## config.mk

```make
export PLATFORM = sky130hd
export DESIGN_NAME = stack
export DESIGN_NICKNAME = d
export VERILOG_FILES = /design/src/rtl/stack_pkg.sv /design/src/rtl/stack_mem.sv /design/src/rtl/stack.sv
export SDC_FILE = /design/constraint.sdc
export NUM_CORES = 1
export LEC_CHECK = 0
export ABC_AREA = 0
export BUFFER_PORTS_ARGS = -buffer_cell sky130_fd_sc_hd__buf_2
export CAP_MARGIN = 20
export CELL_PAD_IN_SITES_DETAIL_PLACEMENT = 1
export CELL_PAD_IN_SITES_GLOBAL_PLACEMENT = 1
export CORE_MARGIN = 2
export CORE_UTILIZATION = 51
export DETAILED_ROUTE_END_ITERATION = 7
export PLACE_DENSITY = 0.81
export REMOVE_ABC_BUFFERS = 1
export SYNTH_ARGS = -nofsm -noshare
export SYNTH_HDL_FRONTEND = slang
export SYNTH_SLANG_ARGS = --single-unit
```

## constraint.sdc

```tcl
create_clock -name clk -period 4.1 [get_ports clk]
set_input_delay 0.82 -clock clk [delete_from_list [all_inputs] [get_ports clk]]
set_output_delay 0.82 -clock clk [all_outputs]
set_load 0.005 [all_outputs]
```

## src/rtl/stack_pkg.sv

```systemverilog
// Shared constants and helpers for the LIFO stack.
// Holds the default WIDTH/DEPTH and the count-width function.
package stack_pkg;

    localparam int DEF_WIDTH = 8;
    localparam int DEF_DEPTH = 8;

    // Occupancy count must hold 0..depth inclusive.
    function automatic int cnt_w(input int depth);
        return $clog2(depth) + 1;
    endfunction

endpackage

```

## src/rtl/stack_mem.sv

```systemverilog
// Stack storage: synchronous write, indexed (combinational) read.
// Ports: clk, we/waddr/wdata write port, raddr/rdata read port.
module stack_mem
    import stack_pkg::*;
#(
    parameter int WIDTH = DEF_WIDTH,
    parameter int DEPTH = DEF_DEPTH,
    localparam int AW = $clog2(DEPTH)
) (
    input  logic             clk,
    input  logic             we,
    input  logic [AW-1:0]    waddr,
    input  logic [WIDTH-1:0] wdata,
    input  logic [AW-1:0]    raddr,
    output logic [WIDTH-1:0] rdata
);

    logic [WIDTH-1:0] mem [DEPTH];

    always_ff @(posedge clk) begin
        if (we) begin
            mem[waddr] <= wdata;
        end
    end

    assign rdata = mem[raddr];

endmodule

```

## src/rtl/stack.sv

```systemverilog
// LIFO stack top: count, accept logic, registered dout, flags.
// Ports: clk, rstn (async active-high), push, pop, din, dout,
// empty, full; overflow/underflow with STACK_ERR_FLAGS_EN.
module stack
    import stack_pkg::*;
#(
    parameter int WIDTH = DEF_WIDTH,
    parameter int DEPTH = DEF_DEPTH
) (
    input  logic             clk,
    input  logic             rstn,
    input  logic             push,
    input  logic             pop,
    input  logic [WIDTH-1:0] din,
    output logic [WIDTH-1:0] dout,
    output logic             empty,
    output logic             full
`ifdef STACK_ERR_FLAGS_EN
    ,
    output logic             overflow,
    output logic             underflow
`endif
);

    localparam int AW = $clog2(DEPTH);
    localparam int CW = cnt_w(DEPTH);

    logic [CW-1:0]    count;
    logic [CW-1:0]    top_idx;
    logic             wr_en;
    logic             rd_en;
    logic             inc;
    logic             dec;
    logic [AW-1:0]    waddr;
    logic [WIDTH-1:0] rdata;

    assign empty   = (count == '0);
    assign full    = (count == CW'(DEPTH));
    assign top_idx = count - CW'(1);

    // With pop high a push always writes: either it overwrites
    // the top (non-empty) or it is a plain push into an empty stack.
    assign wr_en = push & (pop | ~full);
    assign rd_en = pop & ~empty;
    assign inc   = wr_en & ~rd_en;
    assign dec   = rd_en & ~wr_en;

    // Simultaneous push/pop replaces the top in place.
    assign waddr = rd_en ? top_idx[AW-1:0] : count[AW-1:0];

    stack_mem #(
        .WIDTH (WIDTH),
        .DEPTH (DEPTH)
    ) u_mem (
        .clk   (clk),
        .we    (wr_en),
        .waddr (waddr),
        .wdata (din),
        .raddr (top_idx[AW-1:0]),
        .rdata (rdata)
    );

    always_ff @(posedge clk or posedge rstn) begin
        if (rstn) begin
            count <= '0;
        end else begin
            unique case (1'b1)
                inc:     count <= count + CW'(1);
                dec:     count <= count - CW'(1);
                default: count <= count;
            endcase
        end
    end

    always_ff @(posedge clk or posedge rstn) begin
        if (rstn) begin
            dout <= '0;
        end else if (rd_en) begin
            dout <= rdata;
        end
    end

`ifdef STACK_ERR_FLAGS_EN
    always_ff @(posedge clk or posedge rstn) begin
        if (rstn) begin
            overflow  <= 1'b0;
            underflow <= 1'b0;
        end else begin
            overflow  <= push & ~pop & full;
            underflow <= pop & ~push & empty;
        end
    end
`endif

endmodule

```

# == Word level (Yosys, flattened, before mapping) ==
# Memory sizes are Yosys's and may differ from the RTL's. A register that Yosys moved wholly into a read port is not among the register bits.
# Cells that the tools add are included.
# classes
bitwise_logic,9
reduce_logical,2
shift,0
multipliers,0
add_sub_neg,2
div_mod_pow,0
order_cmp,0
eq_ne,1
muxes,4
# ops
operator,n
4-bit one-hot mux with 2 select lines,1
4-bit by 1-bit adder with 4-bit output (second input constant),1
1-bit AND,4
4-bit == test (second input constant),1
4-bit zero test,1
1-bit inverter,4
4-bit by 1-bit subtractor with 4-bit output (second input constant),1
3-bit two-way mux,1
1-bit two-way mux,2
2-bit nonzero test,1
1-bit OR,1
# totals
elab_cells,20
mem_bits_ro,0
latchBits,0
out_inout_bits,10
regBits,4
mem_count,1
in_bits,12
mem_bits_rw,64
# mem_list
memory,depth,width,rd,rd_ports_with_merged_regs,write_ports,line_no,rtl
u_mem.mem,8,8,1,1,1,stack_mem.sv:18,logic [WIDTH-1:0] mem [DEPTH];

# == Logic depth before layout (Yosys ltp) ==
# Gate-level depths: netlist of run 1.
# logic_depth
word_depth,7
ltp_mapped,14
depth_no_buf,10

# == Cells and area by module ==
# Synthesis of run 1 repeated with hierarchy kept, for this count alone.
# hier_totals
cells_unflattened,162
area_unflattened_um2,3175.5
# by_module_without_submodules
mod,cells_per_inst,seq_area_each_um2,instances,area_each_um2
stack_mem,106,1921.8,1,2531.2
stack,56,300.3,1,644.4

# == Least setup slack after synthesis of run 1 ==
# OpenSTA, ideal clock, no wires.
# synth_timing
kind,reg2reg
startpoint,register count[0]
endpoint,register count[3]
t_arrival_ns,2.860
setup_time_ns,0.080
path_stages_with_launch,14
required_ns,4.020
n_path_buf,4
setup_slack_ns,1.160
cell_sequence,dfrtp_1 > buf_6 > buf_2 > inv_1 > ha_1 > buf_2 > nand2b_1 > o21ai_1 > buf_2 > inv_1 > ha_1 > or4_1 > o31ai_2 > xnor2_1
# synth_lines
element,line_no,rtl
from (decl),stack.sv:28,logic [CW-1:0] count;
from (signal assigned),stack.sv:68,inc: count <= count + CW'(1);
from (signal assigned),stack.sv:69,dec: count <= count - CW'(1);
from (signal assigned),stack.sv:70,default: count <= count;
4-bit zero test (*),stack.sv:37,assign empty = (count == '0);
1-bit inverter (*),stack.sv:44,assign rd_en = pop & ~empty;
1-bit AND (*),stack.sv:44,
net rd_en,stack.sv:31,logic rd_en;
1-bit inverter,stack.sv:45,assign inc = wr_en & ~rd_en;
1-bit AND,stack.sv:45,
4-bit one-hot mux with 2 select lines / 2-bit nonzero test (equally long branches),n/a,
# Mark *: on every way through the listed nets, which the timed path passes. The rest lies on a longest branch.
# A chain may end at the register's enable or synchronous reset.

# == Final worst setup path of run 1 ==
# layout_timing
startpoint,register count[1]
endpoint,register count[3]
# The elaborated chain is that of the path after synthesis.

==> flow_summary.json, run 1 <==
{
  "status": "complete, no violations",
  "clock_latency_ns": 0.34,
  "track_usage": 0.2289,
  "end_kind": "flip-flop",
  "nNetsFinal": 236,
  "ys_seq_area_frac": 0.6954,
  "ys_seq_elements": 76,
  "start_util": 0.5334,
  "dr.pass1.iters": 4,
  "fmax_mhz": 317.4,
  "cts_setup_buffers": 0,
  "crit_chain": "inv_1, ha_1, nand2b_1, o21ai_1, buf_4, inv_1, ha_1, or4_1, o31ai_2, xnor2_1",
  "area_growth_pct": 14.10,
  "p_per_area_nw_per_um2": 752.2,
  "antenna_left": 0,
  "die_h_um": 83.16,
  "worst_pin_slew_ns": 0.8937,
  "dp_hpwl_um": 4604,
  "ys_types": 32,
  "vias": 1786,
  "cts.sinks": 76,
  "hold_path.class": "flip-flop to flip-flop",
  "async_flop_share": 0.1579,
  "rows": 28,
  "io_buffers": 21,
  "cp_max_fo": 11,
  "rsz0062_at_grt": "no",
  "core_area_um2": 5991,
  "synth_edf_count": 64,
  "ys.flop_type": "edfxtp_1",
  "n_antenna_cell": 0,
  "whs_ns": 0.4730,
  "cts-resized-gates": 0,
  "finClkSkew_ns": 0.008817,
  "place_area_um2": 3397,
  "synthTopCellsByArea": "edfxtp_1 (60%), mux4_1 (9.9%), dfrtp_1 (9.4%), mux4_2 (2.8%), nand2_1 (2.2%)",
  "maxSlewHeadroom": 0.4042,
  "drive_above_1_share": 0.2257,
  "avgSynthCellArea_um2": 16.73,
  "cp.arrival_ns": 3.41,
  "fin_ws_ns": 0.9492,
  "vias_per_cell": 5.934,
  "grt_first_pass_wirelength_um": 11320,
  "slowest_stage": "or4_1",
  "ff2ff_path_depth": 10,
  "setup.worst_path.class": "flip-flop to flip-flop",
  "peakVddDrop_mv": 0.3964,
  "synth_top_area_frac": 0.6014,
  "cts_tree": "done",
  "design_area_um2": 3646,
  "die_w_um": 83.16,
  "synth_top_area_cell": "edfxtp_1",
  "synth_cells": 191,
  "p_leak_nw": 1.367,
  "grt_max_degree": 25,
  "post-route-period-util": 0.7685,
  "routed_wirelength_um": 7209,
  "die_area_um2": 6915,
  "routabilityCongestion": 0.8689,
  "cpPeakStageDelay_ns": 0.55,
  "netlist_area_um2": 3196,
  "clockBufferDepth": 2,
  "p_total_mw": 2.742,
  "post-place-ws_ns": 1.002,
  "clock-root-buffer": "clkbuf_8",
  "drc": 0,
  "setup_tns_ns": 0,
  "wire_per_inst_um": 23.95,
  "ys_warn_count": 0,
  "grt_overflow_total": 0,
  "hold_violations": 0,
  "path_clk_slew_ns": 0.08,
  "drt_iter0_markers": 122,
  "min_period_ns": 3.151,
  "setup_viol": 0,
  "maxSlewViolCount": 0,
  "worstPathRequired_ns": 4.35,
  "boundaryPins": 22,
  "crit_path_start_kind": "flip-flop",
  "cts-buffers-inserted": 9,
  "hold_depth": 2,
  "grt_pass1_vias": 1962,
  "htreeDepth": 3,
  "maxCapViolations": 0,
  "hold_buffers": 0,
  "grt_antenna_before_repair": 0
}
[cells in the mapped netlist (2+ instances only)]
master and n:
edfxtp_1 64, nand2_1 19, dfrtp_1 12, mux4_1 12, nor2_1 12, a22oi_1 9
a21oi_1 8, inv_1 7, nand2b_1 5, o21ai_0 5, buf_2 4, mux4_2 4
clkbuf_1 3, ha_1 3, xnor2_1 3, buf_6 2, nand3_1 2, o21bai_1 2
o22ai_1 2
[worst max-delay path, delay by kind of cell, from the launching register on]
family | cells | cell delay, ns
AO/OA/AOI/OAI | 2 | 0.39
XOR/XNOR | 1 | 0.15
adder cells (fa/ha/maj) | 2 | 0.84
buffers and inverters | 3 | 0.42
flip-flops | 1 | 0.45
AND/OR/NAND/NOR | 2 | 0.81
[per-layer routing]
| layer | routed length [µm] | share of wire | vias to the layer above | track usage |
|---|---|---|---|---|
| li1 | - | - | 808 | - |
| met1 | 2738 | 0.38 | 915 | 0.2797 |
| met2 | 3937 | 0.55 | 55 | 0.3952 |
| met3 | 412 | 0.057 | 8 | 0.05865 |
| met4 | 120 | 0.017 | 0 | 0.08197 |
| met5 | 0 | 0 | - | 0 |
[power breakdown]
group | internal [mW] | switching (mW) | leakage, nW
clock | 0.421 | 0.267 | 0.122
combinational | 0.406 | 0.539 | 0.518
sequential | 1.02 | 0.0853 | 0.727
[kinds of logic after synthesis]
group	after synthesis	synth area share
simple gates	43	0.06108
fa+ha+maj	3	0.01175
flops	76	0.6954
compound gates	31	0.06460
xor+xnor	4	0.01097
buf+inv	17	0.02623
mux	17	0.1300
[cells in the final DEF, fill, tap and decap left out, types with 8 or more instances in the layout]
cell type | Yosys | layout
a22oi_1 | 9 | 9
a21oi_1 | 8 | 8
edfxtp_1 | 64 | 64
nand2_1 | 19 | 19
buf_2 | 4 | 21
buf_4 | 0 | 8
dfrtp_1 | 12 | 12
nor2_1 | 12 | 12
clkbuf_8 | 0 | 10
mux4_1 | 12 | 12
[path summary, 6_finish.rpt]
path                                 startpoint                    to  slack [ns]
max                        count[1]$_DFFE_PP0P_  count[3]$_DFFE_PP0P_        0.95
min                         dout[1]$_DFFE_PP0P_   dout[1]$_DFFE_PP0P_        0.47
max reg2reg                count[1]$_DFFE_PP0P_  count[3]$_DFFE_PP0P_        0.95
min reg2reg                 dout[1]$_DFFE_PP0P_   dout[1]$_DFFE_PP0P_        0.47
max in group asynchronous                  rstn   dout[7]$_DFFE_PP0P_        3.21
min in group asynchronous                  rstn   dout[0]$_DFFE_PP0P_        0.52
[sequential cells by signal, summed over array words and instances, names as in the netlist]
register / count
count: 4
dout: 8
u_mem.mem: 64
[final cells by class]
cell class	instances	area, µm²
Multi-Input combinational cell	98	889.6
Clock inverter	6	111.4
Clock buffer	10	137.6
Inverter	7	26.28
Sequential cell	76	2222
Timing Repair Buffer	29	165.2
Tap cell	75	93.84
Fill cell	568	2345
[stage by stage]
stage | cells | utilization
after floorplan | 181 | -
after global placement | 285 | 0.5670
after detailed placement | 285 | 0.5670
after CTS | 301 | 0.6086
after global routing | 301 | 0.6086
final | 301 | 0.6086
Power figures use the tool's default switching activity.
==> inputs of run 2 (changes only) <==
--- a/config.mk
+++ b/config.mk
@@ -11,9 +11,9 @@
 export CELL_PAD_IN_SITES_DETAIL_PLACEMENT = 1
 export CELL_PAD_IN_SITES_GLOBAL_PLACEMENT = 1
 export CORE_MARGIN = 2
-export CORE_UTILIZATION = 51
+export CORE_UTILIZATION = 46
 export DETAILED_ROUTE_END_ITERATION = 7
-export PLACE_DENSITY = 0.81
+export PLACE_DENSITY = 0.77
 export REMOVE_ABC_BUFFERS = 1
 export SYNTH_ARGS = -nofsm -noshare
 export SYNTH_HDL_FRONTEND = slang
==> constraint.sdc (replaced) <==
create_clock -name clk -period 2.8 [get_ports clk]
set_input_delay 0.56 -clock clk [delete_from_list [all_inputs] [get_ports clk]]
set_output_delay 0.56 -clock clk [all_outputs]
set_load 0.005 [all_outputs]
==> flow_summary.json, run 2 (synthesized netlist as in run 1, its figures left out) <==
{
  "cts-resized-gates": 0,
  "rows": 30,
  "final_common_cell": "edfxtp_1",
  "power_frac_clock": 0.233,
  "die_w_um": 87.35,
  "most-common-layout-cells": "edfxtp_1 (64), buf_2 (21), nand2_1 (19), buf_4 (16)",
  "maxCapViolations": 0,
  "setup.worst_path.class": "flip-flop to flip-flop",
  "grt_pass1_vias": 1900,
  "worstPathRequired_ns": 3.07,
  "dp_hpwl_um": 4430,
  "fmax_mhz": 401.8,
  "seq_power_share": 0.411,
  "cp_max_fo": 7,
  "path_buf_inv": 2,
  "worst_pin_slew_ns": 0.5621,
  "io_buffers": 21,
  "cp_top_family": "simple AND/OR/NAND/NOR gates",
  "grtUsageMet3": 0.05213,
  "routabilityCongestion": 0.7350,
  "rsz0062_at_grt": "no",
  "met1_usage": 0.2538,
  "grt_use_met2": 0.3161,
  "grt_first_pass_wirelength_um": 10440,
  "place_area_um2": 3463,
  "end_kind": "flip-flop",
  "hold_path.class": "primary input to asynchronous set/reset pin",
  "finClkSkew_ns": 0.007231,
  "slowest_stage": "or4_1",
  "post-route-period-util": 0.8889,
  "busiest_layer": "met2",
  "grt_max_degree": 25,
  "min_period_ns": 2.489,
  "drc": 0,
  "fill_cells": 649,
  "start_util": 0.4730,
  "cts_setup_buffers": 0,
  "clockBufferDepth": 2,
  "clock_latency_ns": 0.34,
  "hold_buffers": 0,
  "crit_chain": "inv_1, ha_1, nand2b_1, o21ai_1, inv_1, ha_1, or4_1, o31ai_2, xnor2_1",
  "cts-buffers-inserted": 9,
  "nNetsFinal": 244,
  "grt_antenna_before_repair": 0,
  "status": "complete, no violations",
  "swShare": 0.3260,
  "wire_per_inst_um": 20.94,
  "setup_viol": 0,
  "cts.sinks": 76,
  "track_usage": 0.1937,
  "top_register": "u_mem.mem",
  "design_area_um2": 3687,
  "internal_power_mw": 2.643,
  "boundaryPins": 22,
  "die_area_um2": 7629,
  "clock-root-buffer": "clkbuf_8",
  "reg_top3": "u_mem.mem: 64 flops, dout: 8 flops, count: 4 flops",
  "crit_path_start_kind": "flip-flop",
  "p_per_area_nw_per_um2": 1064,
  "cpPeakStageDelay_ns": 0.54,
  "p_total_mw": 3.922,
  "p_leak_nw": 1.389,
  "peakVddDrop_mv": 0.5099,
  "vias": 1777,
  "antenna_left": 0,
  "cts_tree": "done",
  "routed_wirelength_um": 6576,
  "core_area_um2": 6756,
  "htreeDepth": 3,
  "vias_per_cell": 5.659,
  "n_antenna_cell": 0,
  "maxSlewViolCount": 0,
  "path_clk_slew_ns": 0.08,
  "area_growth_pct": 15.39,
  "drive_above_1_share": 0.2521,
  "grt_overflow_total": 0,
  "die_h_um": 87.35,
  "largest_reg_flops": 64,
  "cp.arrival_ns": 2.76,
  "combPwrFrac": 0.356,
  "hold_violations": 0,
  "drt_iter0_markers": 106,
  "dr.pass1.iters": 4,
  "maxSlewHeadroom": 0.6249,
  "p_switching_mw": 1.279
}
## run 2: changes by cell type in the layout (fill, tap and decap cells not counted), sizes merged
cell,delta
clkbuf,-1
buf,+8
bufinv,-1
clkinvlp,+2
clkinv,-1
inv,+1
## run 2: layer usage
metal | part of all wire | routed length (µm) | vias up
met5 | 0 | 0 | -
met4 | 0.010 | 67 | 0
met3 | 0.034 | 222 | 6
met2 | 0.51 | 3321 | 34
met1 | 0.45 | 2965 | 915
li1 | - | - | 822
## run 2: power by group through the flow
| stage | Sequential (mW) | Clock, mW | Combinational, mW |
|---|---|---|---|
| after floorplan | 1.66 | 0 | 0.862 |
| after global placement | 1.62 | 0 | 1.37 |
| after detailed placement | 1.64 | 0 | 1.42 |
| after CTS | 1.61 | 0.937 | 1.42 |
| after global routing | 1.64 | 0.980 | 1.54 |
| final | 1.61 | 0.915 | 1.40 |
## run 2: worst reg2reg max path, cell delays in order (launching register included)
cell	delay, ns
dfrtp_1	0.45
inv_1	0.12
ha_1	0.19
nand2b_1	0.15
o21ai_1	0.19
inv_1	0.06
ha_1	0.36
or4_1	0.54
o31ai_2	0.21
xnor2_1	0.14
## run 2: final cells by class
class / count / area, µm² / share of cell area
tap: 80 / 100.1 / 0.02715
clock buffer: 9 / 123.9 / 0.03359
multi-input combinational: 98 / 889.6 / 0.2413
sequential: 76 / 2222 / 0.6026
clock inverter: 7 / 100.1 / 0.02715
timing repair buffer: 37 / 225.2 / 0.06108
inverter: 7 / 26.28 / 0.007126
## run 2: final timing paths
check	start	endpoint	slack, ns	cells after the start
worst max register to register	count[1]$_DFFE_PP0P_	count[3]$_DFFE_PP0P_	0.31	9
max in group asynchronous	rstn	dout[2]$_DFFE_PP0P_	2.17	2
worst max-delay path	count[1]$_DFFE_PP0P_	count[3]$_DFFE_PP0P_	0.31	9
worst min register to register	dout[3]$_DFFE_PP0P_	dout[3]$_DFFE_PP0P_	0.46	2
worst min-delay path	rstn	dout[1]$_DFFE_PP0P_	0.25	2
min in group clk	dout[3]$_DFFE_PP0P_	dout[3]$_DFFE_PP0P_	0.46	2
## run 2: metrics by stage
stage | std cells | util | setup slack (ns) | setup TNS, ns | hold slack, ns
final | 314 | 0.5457 | 0.3112 | 0 | 0.2517
after global routing | 314 | 0.5457 | 0.09589 | 0 | 0.2743
after CTS | 314 | 0.5457 | 0.3024 | 0 | 0.2570
after detailed placement | 298 | 0.5126 | 0.3189 | 0 | 0.4504
after global placement | 298 | 0.5126 | 0.3777 | 0 | 0.4447
after floorplan | 181 | - | -0.4023 | -2.244 | 0.4247
